===== config.mk =====
export PLATFORM = sky130hd
export DESIGN_NAME = soc_fabric
export DESIGN_NICKNAME = d
export VERILOG_FILES = /design/src/rtl/soc_fabric_pkg.sv /design/src/rtl/slot_tracker.sv /design/src/rtl/soc_fabric.sv
export SDC_FILE = /design/constraint.sdc
export NUM_CORES = 1
export LEC_CHECK = 0
export CORE_ASPECT_RATIO = 1.75
export CORE_MARGIN = 5
export CORE_UTILIZATION = 35
export CTS_CLUSTER_DIAMETER = 100
export CTS_CLUSTER_SIZE = 40
export DETAILED_ROUTE_END_ITERATION = 16
export PLACE_DENSITY = 0.68
export RECOVER_POWER = 50
export SLEW_MARGIN = 20
export SYNTH_ARGS = -nofsm -noshare
export SYNTH_HDL_FRONTEND = slang
export SYNTH_HIERARCHICAL = 1
export SYNTH_SLANG_ARGS = --single-unit
export TNS_END_PERCENT = 100

===== constraint.sdc =====
create_clock -name clk -period 2.86 [get_ports clk]
set_input_delay 0.572 -clock clk [delete_from_list [all_inputs] [get_ports clk]]
set_output_delay 0.572 -clock clk [all_outputs]
set_load 0.005 [all_outputs]

===== src/rtl/soc_fabric_pkg.sv =====
// soc_fabric_pkg: shared constants for the SoC fabric.
//   - Status/slot register offsets, as seen on addr[3:2] (reg_sel).
//   - Per-slot state encoding used by slot_tracker and exposed as its debug
//     output.
//   - Width of the per-slot timeout counter.
package soc_fabric_pkg;

  // Offset 0 inside a slot window is GO; offsets 0..3 inside the status
  // window are DONE, ERR, MASK and W1C.
  localparam logic [1:0] REG_GO   = 2'd0;
  localparam logic [1:0] REG_DONE = 2'd0;
  localparam logic [1:0] REG_ERR  = 2'd1;
  localparam logic [1:0] REG_MASK = 2'd2;
  localparam logic [1:0] REG_W1C  = 2'd3;

  localparam int CNT_W = 16;

  typedef enum logic {
    SLOT_IDLE = 1'b0,
    SLOT_BUSY = 1'b1
  } slot_state_t;

endpackage


===== src/rtl/slot_tracker.sv =====
// slot_tracker: tracks one accelerator slot.
//   clk, reset   : clock, asynchronous active-low reset
//   go           : GO write for this slot (honoured only while IDLE)
//   clr          : write-1-to-clear pulse for this slot's done/err flags
//   done_lvl     : level done signal from the accelerator
//   state        : current slot state (debug/observability, also busy)
//   done_flag    : sticky done flag
//   err_flag     : sticky timeout flag
//
// A rising edge of done_lvl sets done_flag (even while IDLE) and ends a BUSY
// period. While BUSY the counter runs down from TIMEOUT; the edge on which it
// reaches 0 sets err_flag and returns to IDLE, leaving the counter at 0.
// Same-edge priority: an accepted GO clears both flags and beats a done
// edge; a set (done edge / timeout) beats a W1C clear.
module slot_tracker
  import soc_fabric_pkg::*;
#(
  parameter int TIMEOUT = 1024
) (
  input  logic        clk,
  input  logic        reset,
  input  logic        go,
  input  logic        clr,
  input  logic        done_lvl,
  output slot_state_t state,
  output logic        done_flag,
  output logic        err_flag
);

  slot_state_t      state_nx;
  logic [CNT_W-1:0] cnt, cnt_nx;
  logic             done_q;
  logic             armed;
  logic             done_nx, err_nx;
  logic             rise, go_ok, expire;

  // 'armed' is low for the first edge after reset release so that a done
  // line already high at release only loads the history and is not taken
  // as a fresh edge.
  always_comb begin
    rise     = armed & done_lvl & ~done_q;
    go_ok    = go & (state == SLOT_IDLE);
    expire   = (state == SLOT_BUSY) && (cnt == CNT_W'(1));
    state_nx = state;
    cnt_nx   = cnt;
    done_nx  = done_flag;
    err_nx   = err_flag;

    case (state)
      SLOT_IDLE: begin
        if (go) begin
          state_nx = SLOT_BUSY;
          cnt_nx   = CNT_W'(TIMEOUT);
        end
      end
      SLOT_BUSY: begin
        cnt_nx = cnt - CNT_W'(1);
        if (rise || expire) state_nx = SLOT_IDLE;
      end
      default: state_nx = SLOT_IDLE;
    endcase

    if (go_ok)     done_nx = 1'b0;
    else if (rise) done_nx = 1'b1;
    else if (clr)  done_nx = 1'b0;

    if (go_ok)       err_nx = 1'b0;
    else if (expire) err_nx = 1'b1;
    else if (clr)    err_nx = 1'b0;
  end

  always_ff @(posedge clk or negedge reset) begin
    if (!reset) begin
      state     <= SLOT_IDLE;
      cnt       <= '0;
      done_q    <= 1'b0;
      armed     <= 1'b0;
      done_flag <= 1'b0;
      err_flag  <= 1'b0;
    end else begin
      state     <= state_nx;
      cnt       <= cnt_nx;
      done_q    <= done_lvl;
      armed     <= 1'b1;
      done_flag <= done_nx;
      err_flag  <= err_nx;
    end
  end

endmodule


===== src/rtl/soc_fabric.sv =====
// soc_fabric: address decoder and status block for NUM_SLOTS accelerators.
//   clk, reset      : clock, asynchronous active-low reset
//   addr/write_data : byte address and write data of the current access
//   WE              : write strobe
//   mem_rdata       : read data from memory
//   slot_rdata      : read data from each slot, slot k at [32k+31:32k]
//   slot_done       : level done from each accelerator
//   we_mem/we_slot  : decoded write enables (at most one high)
//   reg_sel         : addr[3:2]
//   data_out        : decoded read data
//   done_flags, err_flags : sticky per-slot flags
//   irq             : registered OR of masked flags
//
// Bus: single-cycle access with no valid/ready handshake. WE qualifies a
// write in the cycle it is high; reads are purely combinational from addr.
// A slot window is SLOT_BASE+k on addr[31:4]; the status window is
// STAT_BASE; everything else is memory.
module soc_fabric
  import soc_fabric_pkg::*;
#(
  parameter int          NUM_SLOTS = 4,
  parameter logic [27:0] SLOT_BASE = 28'h0000_080,
  parameter logic [27:0] STAT_BASE = 28'h0000_0F0,
  parameter int          TIMEOUT   = 1024
) (
  input  logic                   clk,
  input  logic                   reset,
  input  logic [31:0]            addr,
  input  logic [31:0]            write_data,
  input  logic                   WE,
  input  logic [31:0]            mem_rdata,
  input  logic [32*NUM_SLOTS-1:0] slot_rdata,
  input  logic [NUM_SLOTS-1:0]   slot_done,
  output logic                   we_mem,
  output logic [NUM_SLOTS-1:0]   we_slot,
  output logic [1:0]             reg_sel,
  output logic [31:0]            data_out,
  output logic [NUM_SLOTS-1:0]   done_flags,
  output logic [NUM_SLOTS-1:0]   err_flags,
  output logic                   irq
);

  localparam logic [28:0] SLOT_END = {1'b0, SLOT_BASE} + 29'(NUM_SLOTS);

  logic [27:0]          a_hi, slot_off;
  logic [2:0]           slot_idx;
  logic                 slot_hit, stat_hit, mem_hit;
  logic                 stat_wr;
  logic [NUM_SLOTS-1:0] clr_vec, go_vec, busy, irq_mask;
  logic [31:0]          stat_word;
  slot_state_t          slot_state [NUM_SLOTS];

  assign a_hi     = addr[31:4];
  assign reg_sel  = addr[3:2];
  assign slot_off = a_hi - SLOT_BASE;
  assign slot_idx = slot_off[2:0];
  assign slot_hit = (a_hi >= SLOT_BASE) && ({1'b0, a_hi} < SLOT_END);
  // A slot window overlapping the status window takes precedence.
  assign stat_hit = !slot_hit && (a_hi == STAT_BASE);
  assign mem_hit  = !slot_hit && !stat_hit;
  assign we_mem   = WE & mem_hit;
  assign stat_wr  = WE & stat_hit;

  // One W1C write bit k clears both done and err of slot k.
  assign clr_vec = (stat_wr && reg_sel == REG_W1C) ?
                   write_data[NUM_SLOTS-1:0] : '0;

  always_comb begin
    we_slot = '0;
    go_vec  = '0;
    busy    = '0;
    for (int k = 0; k < NUM_SLOTS; k++) begin
      we_slot[k] = WE & slot_hit & (slot_idx == 3'(k));
      go_vec[k]  = we_slot[k] & (reg_sel == REG_GO);
      busy[k]    = (slot_state[k] == SLOT_BUSY);
    end
  end

  for (genvar k = 0; k < NUM_SLOTS; k++) begin : g_slot
    slot_tracker #(.TIMEOUT(TIMEOUT)) u_slot (
      .clk       (clk),
      .reset     (reset),
      .go        (go_vec[k]),
      .clr       (clr_vec[k]),
      .done_lvl  (slot_done[k]),
      .state     (slot_state[k]),
      .done_flag (done_flags[k]),
      .err_flag  (err_flags[k])
    );
  end

  always_comb begin
    stat_word = '0;
    case (reg_sel)
      REG_DONE: stat_word[NUM_SLOTS-1:0] = done_flags;
      REG_ERR:  stat_word[NUM_SLOTS-1:0] = err_flags;
      REG_MASK: stat_word[NUM_SLOTS-1:0] = irq_mask;
      default:  stat_word[NUM_SLOTS-1:0] = busy;
    endcase

    data_out = mem_rdata;
    if (stat_hit) data_out = stat_word;
    for (int k = 0; k < NUM_SLOTS; k++) begin
      if (slot_hit && slot_idx == 3'(k)) data_out = slot_rdata[32*k +: 32];
    end
  end

  always_ff @(posedge clk or negedge reset) begin
    if (!reset) begin
      irq_mask <= '0;
      irq      <= 1'b0;
    end else begin
      if (stat_wr && reg_sel == REG_MASK) irq_mask <= write_data[NUM_SLOTS-1:0];
      irq <= |((done_flags | err_flags) & irq_mask);
    end
  end

  logic unused_bits;
  assign unused_bits = ^{addr[1:0], write_data[31:NUM_SLOTS], slot_off[27:3]};

endmodule


After elaboration in Yosys (flattened, before gate mapping)
Cells that the tools add are included.
{"block": "totals", "word_cells": 155, "regBits": 86, "inputBits": 231, "output_inout_bits": 48}
{"block": "classes", "n_lt_le_gt_ge": 2, "eq_ne": 15, "bitwise": 33, "reduce_logical": 30, "n_mux": 47, "add_sub_neg": 5}
{"operator": "two-way mux 32 bit", "count": 5}
{"operator": "one-hot mux 16 bit (2 select lines)", "count": 4}
{"operator": "== test 16 x 1 -> 1 bit (second input constant)", "count": 4}
{"operator": "two-way mux 16 bit", "count": 4}
{"operator": "subtractor 16 x 1 -> 16 bit (second input constant)", "count": 4}
{"operator": "== test 28 x 8 -> 1 bit (second input constant)", "count": 1}
{"operator": ">= comparator 28 x 8 -> 1 bit (second input constant)", "count": 1}
{"operator": "less-than comparator 28 x 8 -> 1 bit (second input constant)", "count": 1}
{"operator": "two-way mux 1 bit", "count": 28}
{"operator": "nonzero test 3 bit", "count": 8}
{"operator": "bitwise AND 1 bit", "count": 23}
{"operator": "logical AND 1 bit", "count": 13}
{"operator": "one-hot mux 4 bit (3 select lines)", "count": 1}
{"operator": "!= test 2 x 1 -> 1 bit (second input constant)", "count": 4}
{"operator": "inverter 1 bit", "count": 8}
{"operator": "one-hot mux 1 bit (2 select lines)", "count": 4}
{"operator": "== test 3 x 2 -> 1 bit (second input constant)", "count": 2}
{"operator": "bitwise AND 4 bit", "count": 1}
{"operator": "== test 2 bit (second input constant)", "count": 2}
{"operator": "logical OR 1 bit", "count": 4}
{"operator": "two-way mux 4 bit", "count": 1}
{"operator": "OR 4 bit", "count": 1}
{"operator": "OR reduction 4 bit", "count": 1}
{"operator": "== test 3 x 1 -> 1 bit (second input constant)", "count": 1}
{"operator": "other kinds (5)", "count": 6}

Longest topological paths before layout
Gate-level depths: netlist of the first run.
{"block": "depth", "depth_word": 10, "depth_mapped": 10, "depth_no_buf": 7}

Cells and area by module
Netlist of the first run, hierarchy kept.
{"module": "slot_tracker", "seq_area_each_um2": 525.5, "cells_each": 91, "area_per_inst_um2": 1007.2, "instances": 4}
{"module": "soc_fabric", "seq_area_each_um2": 125.1, "cells_each": 161, "area_per_inst_um2": 1833.0, "instances": 1}

Worst setup path before layout of the first run
OpenSTA, ideal clock, no wires.
{"block": "synth_timing", "path_kind": "in2reg", "startpoint": "in addr[20]", "endpoint": "reg g_slot[0].u_slot.cnt[8]", "stages": 10, "setup_ps": 140, "slack_ps": 289, "t_arrival_ps": 2432, "path_buffers": 3, "required_time_ps": 2720, "path_cell_list": "nor4b_2 -> nand4_1 -> buf_2 -> nor3_4 -> buf_2 -> and3_1 -> nand2b_1 -> clkbuf_1 -> o311ai_0 -> o41ai_1"}
{"block": "synth_between", "elab_chain_len": 6, "elab_cells_between_ends": 7, "classes_between": "2 x order compare; 1 x eq/ne; 3 x bitwise; 1 x reduce/logical"}
{"element": "start: declaration", "line": "soc_fabric.sv:28", "text": "input logic [31:0] addr,"}
{"element": ">= comparator 28 x 8 -> 1 bit or less-than comparator 28 x 8 -> 1 bit (tied branches)", "line": "soc_fabric.sv:57", "text": "assign slot_hit = (a_hi >= SLOT_BASE) && ({1'b0, a_hi} < SLOT_END);"}
{"element": "logical AND 1 bit *", "line": "soc_fabric.sv:57"}
{"element": "bitwise AND 1 bit * (2 in series)", "line": "soc_fabric.sv:73", "text": "we_slot[k] = WE & slot_hit & (slot_idx == 3'(k));"}
{"element": "bitwise AND 1 bit *", "line": "soc_fabric.sv:74", "text": "go_vec[k] = we_slot[k] & (reg_sel == REG_GO);"}
{"element": "named net go_vec[0]", "line": "soc_fabric.sv:49", "text": "logic [NUM_SLOTS-1:0] clr_vec, go_vec, busy, irq_mask;"}
{"element": "!= test 2 x 1 -> 1 bit (no source line) *"}
{"element": "end signal: assignment", "line": "slot_tracker.sv:82", "text": "cnt <= cnt_nx;"}
{"element": "end: declaration", "line": "slot_tracker.sv:31", "text": "logic [CNT_W-1:0] cnt, cnt_nx;"}
Mark *: on every way through the listed nets, which the timed path passes. The rest lies on a longest branch.
A chain may end at the register's enable or synchronous reset.

Worst setup path after layout of the first run
{"block": "layout_timing", "startpoint": "in addr[25]", "endpoint": "out data_out[4]"}
{"block": "layout_between", "elab_chain_len": 9, "elab_cells_between_ends": 15, "classes_between": "2 x order compare; 1 x eq/ne; 5 x mux; 7 x reduce/logical"}
{"element": ">= comparator 28 x 8 -> 1 bit or less-than comparator 28 x 8 -> 1 bit (tied branches)", "line": "soc_fabric.sv:57"}
{"element": "logical AND 1 bit", "line": "soc_fabric.sv:57"}
{"element": "zero test 1 bit", "line": "soc_fabric.sv:59", "text": "assign stat_hit = !slot_hit && (a_hi == STAT_BASE);"}
{"element": "logical AND 1 bit", "line": "soc_fabric.sv:59"}
{"element": "two-way mux 32 bit", "line": "soc_fabric.sv:102", "text": "if (stat_hit) data_out = stat_word;"}
{"element": "two-way mux 32 bit (3 in series)", "line": "soc_fabric.sv:104", "text": "if (slot_hit && slot_idx == 3'(k)) data_out = slot_rdata[32*k +: 32];"}
{"element": "two-way mux 32 bit *", "line": "soc_fabric.sv:104"}
{"element": "end: declaration", "line": "soc_fabric.sv:37", "text": "output logic [31:0] data_out,"}
Every way passes the cells marked *; elsewhere a longest branch is shown, timed or not.

==> results.md, run 1 <==
- Die area: 19500 µm²
- Required @ worst endpoint: 2.29 ns
- Commonest non-fill, non-tap cell in the layout: clkdlybuf4s50_1
- Tcrit/Tclk final: 98.4%
- Final slew viol count: 0
- Gr usage total: 23.3%
- # DRC: 0
- R2R depth: 4
- Final WL: 23400 µm
- GP Congestion: 0.934
- Placed cell count: 1013
- Clk buf depth: 2
- Fin cells: 1046
- Worst-Skew Late Latency: 0.34 ns
- Number of nets in the layout: 1053
- DIE HEIGHT: 181 µm
- Average wire per standard cell: 22.3 µm
- Core Area: 16400 µm²
- Mapped Avg Cell Area: 11.2 µm²
- Reg-to-reg endpoint: g_slot[0].u_slot/cnt[9]
- Slew @ Worst Pin: 1.18 ns
- Synth unique cells: 45
- Reg clk slew, reported paths: 0.07 ns
- Final hold violations: 0
- Syn Std Cell Area: 5860 µm²
- Final setup vio count: 0
- Largest net degree at the start of global routing: 49
- Synth Warn #: 6
- Max_slew headroom: 21.2%
- Synth async-reset ratio: 100%
- Filler Cell Count: 1435
- Post-DR vias/cell: 5.66
- PortBufs: 248
- Most frequent cells in the layout: 167 x clkdlybuf4s50_1, 89 x dfrtp_1, 46 x buf_4
- Cts bufs inserted: 9
- Static leakage power: 3.86 nW
- Vias in the first global route: 6033
- Net Count, Synth: 764
- Die Width: 108 µm
- Maximum VDD drop: 0.000274 V
- Area Overhead vs Synth: 59.7%
- Start of the worst register-to-register path: g_slot[0].u_slot/cnt[2]
- Type of origin of the critical path: input pin
- First-pass GRT wire length: 34500 µm
- Min Tclk post-route: 2.81 ns
- Ys flop type: dfrtp_1
- Status: completed
- Grt ovf: 0
- I/O pin total: 279
- R2r setup slk: 0.92 ns
- Max-cap viol count: 0
- TritonCTS Sinks: 89
- FF+latch count, synth: 89
- Critical path capture point type: primary output
- Starting DRT DRC Count: 426
- Row count: 62
- Post-DP HPWL: 18500 µm
- Antenna violations before repair: 7
- First drt pass iteration count: 5
- Setup WS pre-CTS: -0.574 ns
- CTS root buf: clkbuf_16
- Crit path max fanout: 7
- CTS tree: yes
- Hold Slack: 0.465 ns
- Power per standard cell area: 326 nW/µm²
- Remaining antenna violation count: 0
- Sequential fraction of the synthesis area: 38.0%
- Worst EP arrival: 2.24 ns
- Unrepaired setup endpoints after global routing: yes
- CP Class: in -> out
- Post-synth EDFFs: 0
- Via Count: 5917
- Layout cells sized above 1: 26.5%
- PnR worst setup slack: 0.0456 ns
- Cells after synthesis: 525
- H-Tree Level Count: 3
- Clock skew: 0.00979 ns
- Worst Hold Class: in -> async
- Max Freq: 0.355 GHz
- Initial core utilization: 35.6%
[layer usage]
metal	vias to the layer above	wire (µm)	part of all wire [%]	global-route usage, %
li1	2662	-	-	-
met1	2887	8800	38	27.8
met2	322	11400	49	39.5
met3	36	2570	11	8.00
met4	10	511	2.2	6.88
met5	-	69	0.30	0
[power breakdown]
group	internal [mW]	switching, mW
Clock	0.686	0.517
Combinational	0.377	0.201
Sequential	1.26	0.00138
[synthesized netlist by cell type (all sizes together) (13+ instances only)]
cell type  count  area (µm²)
a21oi         17        85.1
nand3         24         120
nand2b        13        81.3
dfrtp         89        2230
mux4          36         811
a22o          28         245
mux2i         20         200
nand2         29         111
nor2          19        71.3
nor4          13         199
clkbuf        16        60.1
o21ai         24         120
buf           20         138
inv           21        78.8
[worst max-delay path, stage by stage]
cell and delay (ns):
clkdlybuf4s15_1 0.18, nor3_2 0.20, nand4_1 0.19, or3_4 0.44, buf_12 0.16, buf_16 0.13, a22o_1 0.23, buf_2 0.13
[layout make-up]
cell class,instances,area (µm²),share of cell area [%]
clock buffer,9,225,2.41
antenna,3,7.51,0.0802
clock inverter,7,80.1,0.856
multi-input combinational,379,3450,36.9
sequential,89,2230,23.8
timing repair buffer,314,3010,32.1
inverter,21,78.8,0.842
tap,224,280,2.99
[cells by family after synthesis]
family	after synthesis	synth area share [%]
AOI/OAI and AO/OA	121	14.9
DFF	89	38.0
muxes	68	19.6
and+or+nand+nor	178	20.9
other	4	0.256
buffers and inverters	57	4.72
adders and majority gates	8	1.71
[registers in the layout (all words and copies together) (netlist names)]
name and count:
g_slot.u_slot/cnt 64, g_slot.u_slot/armed 4, g_slot.u_slot/done_flag 4, g_slot.u_slot/done_q 4
g_slot.u_slot/err_flag 4, g_slot.u_slot/state 4, irq_mask 4, irq 1
[through the flow]
stage / power (mW) / setup TNS (ns) / area [µm²] / util, %
global placement: 1.88 / -27.97 / 8880 / 54.0
global route: 3.15 / -0.0180 / 9360 / 56.9
finish: 3.05 / 0 / 9360 / 56.9
CTS: 3.06 / 0 / 9370 / 57.0
floorplan: 1.44 / 0 / 5860 / -
detailed placement: 1.89 / -28.59 / 8880 / 54.0
[repair_timing]
| item | CTS | global route |
|---|---|---|
| buffers inserted | 8 | 0 |
| setup endpoints to repair | 37 | 36 |
| pin swaps | 37 | 14 |
| hold buffers | 0 | 0 |
| gates resized for setup | 205 | 31 |
| cloned | 6 | 0 |
[worst max path at each step]
| stage | slack, ns | depth (start not counted) | endpoint | startpoint |
|---|---|---|---|---|
| global route | -0.02 | 8 | data_out[4] | addr[21] |
| global placement | -0.59 | 8 | data_out[1] | addr[26] |
| floorplan | 0.29 | 10 | g_slot[0].u_slot/cnt[8] | addr[20] |
| finish | 0.05 | 8 | data_out[4] | addr[25] |
| detailed placement | -0.57 | 8 | data_out[1] | addr[20] |
| CTS | 0.002 | 8 | data_out[27] | addr[21] |
Power figures use the tool's default switching activity.
==> inputs of run 2 (changes only) <==
--- a/config.mk
+++ b/config.mk
@@ -12,6 +12,8 @@
 export CTS_CLUSTER_SIZE = 40
 export DETAILED_ROUTE_END_ITERATION = 16
+export HOLD_SLACK_MARGIN = 0.08
 export PLACE_DENSITY = 0.68
 export RECOVER_POWER = 50
+export REMOVE_ABC_BUFFERS = 1
 export SLEW_MARGIN = 20
 export SYNTH_ARGS = -nofsm -noshare
==> constraint.sdc (replaced) <==
create_clock -name clk -period 2.86 [get_ports clk]
set_input_delay 0.858 -clock clk [delete_from_list [all_inputs] [get_ports clk]]
set_output_delay 0.858 -clock clk [all_outputs]
set_load 0.005 [all_outputs]
==> run 2 against run 1 <==
Net effect: the run now ends with setup timing left; first-iteration DRC count decreased by 6.6%; die area unchanged; highest routed layer unchanged; critical endpoint is now data_out[27]; largest power group is now clock; clock-buffer cell count increased by 1; power increased by 3.3%.
==> results.md, run 2 (synthesized netlist as in run 1, its figures left out) <==
- Status: finished, violations left
- Violated checks: setup timing
- Static leakage power: 3.94 nW
- # DRC: 0
- CTS tree: yes
- Clock skew: 0.00857 ns
- First drt pass iteration count: 5
- Routed wl met2: 11900 µm
- R2r setup slk: 0.85 ns
- Critical path capture point type: primary output
- Critical path startpoint: addr[16]
- Average wire per standard cell: 22.5 µm
- PnR worst setup slack: -0.546 ns
- Crit path max fanout: 7
- Most frequent cells in the layout: 168 x clkdlybuf4s50_1, 89 x dfrtp_1, 47 x buf_4
- Antenna violations before repair: 2
- Unrepaired setup endpoints after global routing: yes
- Clk buf depth: 2
- Maximum VDD drop: 0.000289 V
- Final slew viol count: 0
- Initial core utilization: 35.6%
- Remaining antenna violation count: 0
- Final setup vio count: 37
- Setup WS pre-CTS: -1.20 ns
- Cts bufs inserted: 9
- Area Overhead vs Synth: 60.6%
- Type of origin of the critical path: input pin
- Reg-to-reg endpoint: g_slot[0].u_slot/cnt[9]
- Commonest non-fill, non-tap cell in the layout: clkdlybuf4s50_1
- Highest Signal Layer: met5
- Hold Path Stages: 1
- Max_slew headroom: 24.4%
- Via Count: 5912
- Row count: 62
- Tcrit/Tclk final: 119%
- Starting DRT DRC Count: 398
- Post-DR vias/cell: 5.64
- Min Tclk post-route: 3.41 ns
- Power per standard cell area: 335 nW/µm²
- Number of nets in the layout: 1058
- Max Freq: 0.294 GHz
- Gr usage total: 23.6%
- Number of flip-flops in the largest register: 64
- CP Class: in -> out
- Grt ovf: 0
- Worst-Skew Late Latency: 0.34 ns
- I/O pin total: 279
- Post-Route M1 WL: 8670 µm
- Largest net degree at the start of global routing: 45
- R2R depth: 4
- Worst EP arrival: 2.55 ns
- CTS root buf: clkbuf_16
- TritonCTS Sinks: 89
- Met3 WL: 2370 µm
- Top reg by flops: g_slot.u_slot/cnt
- Slew @ Worst Pin: 1.13 ns
- Hold Buf Count CTS: 0
- Endpoint, Worst Hold: g_slot[3].u_slot/cnt[6]
- DIE HEIGHT: 181 µm
- PortBufs: 248
- Required @ worst endpoint: 2.00 ns
- Vias in the first global route: 6158
- First-pass GRT wire length: 34800 µm
- Max-cap viol count: 0
- Post-layout util: 57.2%
- H-Tree Level Count: 3
- Final hold violations: 0
- Start of the worst register-to-register path: g_slot[0].u_slot/cnt[0]
- Die Width: 108 µm
- Layout cells sized above 1: 29.2%
- Final WL: 23600 µm
- Die area: 19500 µm²
- Setup TNS: -17.01 ns
- GP Congestion: 0.878
- Core Area: 16400 µm²
- Worst Hold Class: reg -> reg
- Min-Delay Startpoint: g_slot[3].u_slot/cnt[6]
- Reg clk slew, reported paths: 0.06 ns
- Post-DP HPWL: 18700 µm
## run 2: changes by cell type in the layout (fill, tap and decap cells not counted), sizes merged
cell and delta:
buf +23, dlygate4sd3 -10, clkdlybuf4s15 -6, clkbuf -5
dlymetal6s2s +4, clkinv -2, diode -2, bufinv +1
clkdlybuf4s50 +1, dlygate4sd2 -1
## run 2: per-stage QoR
step | hold slack (ns) | cell area, µm² | power, mW | std cells
2_1_floorplan | 0.440 | 5660 | 1.42 | 489
3_3_place_gp | 0.452 | 8850 | 1.89 | 1012
3_5_place_dp | 0.471 | 8850 | 1.90 | 1012
4_1_cts | 0.481 | 9400 | 3.18 | 1044
5_1_grt | 0.500 | 9410 | 3.26 | 1048
6_report | 0.482 | 9410 | 3.15 | 1049
## run 2: worst max path at each step
stage / cells past startpoint / endpoint / slack [ns]
5_1_grt: 8 / data_out[27] / -0.61
4_1_cts: 8 / data_out[13] / -0.54
6_report: 8 / data_out[27] / -0.55
3_5_place_dp: 7 / data_out[9] / -1.20
2_1_floorplan: 4 / we_slot[1] / -0.66
3_3_place_gp: 7 / data_out[9] / -1.14
## run 2: repair_timing
item	CTS	global route
setup endpoints to repair	85	64
gates resized for setup	297	18
buffers inserted	11	8
gates cloned	5	0
pin swaps	55	10
## run 2: power by group
group	switching [mW]	internal [mW]
logic	0.212	0.378
registers	0.00141	1.26
clock network	0.502	0.792
total	0.715	2.43
## run 2: per-layer routing
| metal | GRT usage (%) | up-vias |
|---|---|---|
| met1 | 26.2 | 2902 |
| li1 | - | 2667 |
| met3 | 7.46 | 35 |
| met4 | 8.34 | 2 |
| met5 | 0 | - |
| met2 | 41.7 | 306 |
## run 2: cell type report
cell class	instances	area (µm²)
Clock inverter	6	90.1
Fill cell	1381	7030
Clock buffer	10	239
Tap cell	224	280
Multi-Input combinational cell	379	3500
Timing Repair Buffer	319	2990
Inverter	21	78.8
Antenna cell	1	2.50
Sequential cell	89	2230
## run 2: worst max-delay path: stages
cell     delay [ns]
buf_6          0.10
nor4_4         0.29
nand4_1        0.21
or3_4          0.45
buf_12         0.16
buf_16         0.14
a22o_1         0.22
buf_2          0.13
==> inputs of run 3 (changes only) <==
--- a/config.mk
+++ b/config.mk
@@ -9,4 +9,5 @@
 export CORE_MARGIN = 5
 export CORE_UTILIZATION = 35
+export CTS_BUF_LIST = sky130_fd_sc_hd__clkbuf_16
 export CTS_CLUSTER_DIAMETER = 100
 export CTS_CLUSTER_SIZE = 40
==> constraint.sdc (replaced) <==
create_clock -name clk -period 2.86 [get_ports clk]
set_input_delay 0.858 -clock clk [delete_from_list [all_inputs] [get_ports clk]]
set_output_delay 0.858 -clock clk [all_outputs]
set_load 0.1 [all_outputs]
==> run 3 against run 2 <==
Net effect: the run ends with capacitance limit, slew limit, setup timing left; clock-buffer cell count fell by 1; clock skew fell by 0.0023 ns; worst hold slack got worse by 0.0075 ns; worst setup slack improved by 0.0016 ns; maximum frequency barely moved; global-route usage fell by 0.92 points; sequential cell count did not move; critical path type unchanged; highest routed layer unchanged.
==> results.md, run 3 (synthesized netlist as in run 1, its figures left out) <==
- Status: finished, violations left
- Violated checks: capacitance limit, slew limit, setup timing
- PnR worst setup slack: -0.544 ns
- Type of origin of the critical path: input pin
- Cts bufs inserted: 9
- H-Tree Level Count: 3
- Worst EP arrival: 2.55 ns
- Max_slew headroom: -34.5%
- Top reg by flops: g_slot.u_slot/cnt
- Antenna violations before repair: 4
- PortBufs: 248
- Clk buf depth: 2
- Min Tclk post-route: 3.40 ns
- Static leakage power: 3.99 nW
- Filler Cell Count: 1382
- Gr usage total: 22.6%
- First-pass GRT wire length: 33800 µm
- Setup TNS: -18.84 ns
- Tcrit/Tclk final: 119%
- Number of flip-flops in the largest register: 64
- Worst-Skew Late Latency: 0.34 ns
- Row count: 62
- First drt pass iteration count: 5
- CTS tree: yes
- Most frequent cells in the layout: 166 x clkdlybuf4s50_1, 89 x dfrtp_1, 45 x buf_12
- R2r setup slk: 0.91 ns
- Vias in the first global route: 6093
- Commonest non-fill, non-tap cell in the layout: clkdlybuf4s50_1
- Starting DRT DRC Count: 247
- Hold Buf Count CTS: 0
- Total power: 3.48 mW
- Layout cells sized above 1: 29.0%
- Crit path max fanout: 8
- Unrepaired setup endpoints after global routing: yes
- TritonCTS Sinks: 89
- Grt ovf: 0
- Area Overhead vs Synth: 66.8%
- Core Area: 16400 µm²
- Die Width: 108 µm
- Final WL: 23100 µm
- Max-cap viol count: 1
- Final hold violations: 0
- # DRC: 0
- Reg clk slew, reported paths: 0.07 ns
- Clock skew: 0.00627 ns
- Area of the multi-input gates: 3530 µm²
- CP Class: in -> out
- Worst Hold Class: reg -> reg
- Via Count: 5819
- Critical path capture point type: primary output
- # diodes: 0
- I/O pin total: 279
- Final setup vio count: 37
- Average wire per standard cell: 22.4 µm
- Hold Slack: 0.474 ns
- CTS root buf: clkbuf_16
- Post-DR vias/cell: 5.64
- Placed cell count: 1005
- Die area: 19500 µm²
- DIE HEIGHT: 181 µm
- Largest net degree at the start of global routing: 39
- Final slew viol count: 36
- Register area: 2230 µm²
- Max Freq: 0.294 GHz
- Maximum VDD drop: 0.000299 V
- Required @ worst endpoint: 2.00 ns
- Slew @ Worst Pin: 2.02 ns
- Initial core utilization: 35.6%
- GP Congestion: 0.890
- Post-DP HPWL: 18800 µm
- Fin cells: 1031
- Remaining antenna violation count: 0
- Power per standard cell area: 356 nW/µm²
- Number of nets in the layout: 1041
-- run 3: cell types whose count changed in the layout (fill, tap and decap cells not counted), sizes merged --
cell,change
dlymetal6s2s,-4
clkdlybuf4s50,-2
diode,-1
buf,-14
bufinv,+1
clkbuf,+4
dlygate4sd2,-5
inv,+1
clkinv,-1
clkdlybuf4s15,+3
-- run 3: where the power goes --
group	internal, mW	total, mW	switching [mW]	leakage, nW
Sequential	1.26	1.27	0.00161	0.912
Clock	0.855	1.34	0.488	0.167
Combinational	0.457	0.871	0.413	2.92
Total	2.58	3.48	0.903	3.99
-- run 3: path summary, 6_finish.rpt --
check	from	end	cells after the start
max	addr[18]	data_out[25]	9
min	g_slot[1].u_slot/cnt[6]	g_slot[1].u_slot/cnt[6]	1
max reg2reg	g_slot[0].u_slot/cnt[0]	g_slot[0].u_slot/cnt[11]	4
min reg2reg	g_slot[1].u_slot/cnt[6]	g_slot[1].u_slot/cnt[6]	1
max in group asynchronous	reset	g_slot[3].u_slot/cnt[4]	2
min in group asynchronous	reset	g_slot[1].u_slot/cnt[6]	1
-- run 3: per-stage QoR --
step / worst slack [ns] / util (%) / instance area [µm²]
detailed placement: -0.983 / 55.9 / 9190
global route: -0.602 / 59.5 / 9780
floorplan: -1.30 / - / 5660
CTS: -0.569 / 58.8 / 9670
global placement: -0.929 / 55.9 / 9190
finish: -0.544 / 59.5 / 9780
-- run 3: metal layers --
layer	vias to the layer above	GRT usage (%)	wire, µm
li1	2629	-	-
met1	2836	25.6	8350
met2	300	39.3	11500
met3	48	6.96	2360
met4	6	8.70	846
met5	-	0	35
-- run 3: layout make-up --
cell class                 instances  share of cell area [%]
timing repair buffer             302                    34.0
clock buffer                       9                    2.30
sequential                        89                    22.8
tap                              224                    2.87
multi-input combinational        379                    36.1
inverter                          21                   0.806
clock inverter                     7                    1.22
-- run 3: worst max-delay path, cell delays in order --
cell       delay (ns)
buf_6            0.10
nor4_4           0.29
nand4_1          0.22
buf_6            0.19
nor3_4           0.20
buf_6            0.15
clkbuf_16        0.16
a22o_1           0.18
buf_12           0.19
-- run 3: timing repair --
item,4_1_cts,5_1_grt
setup buffers,6,4
setup endpoints to repair,82,49
gates resized for setup,90,41
pin swaps,14,23
gates cloned,1,1
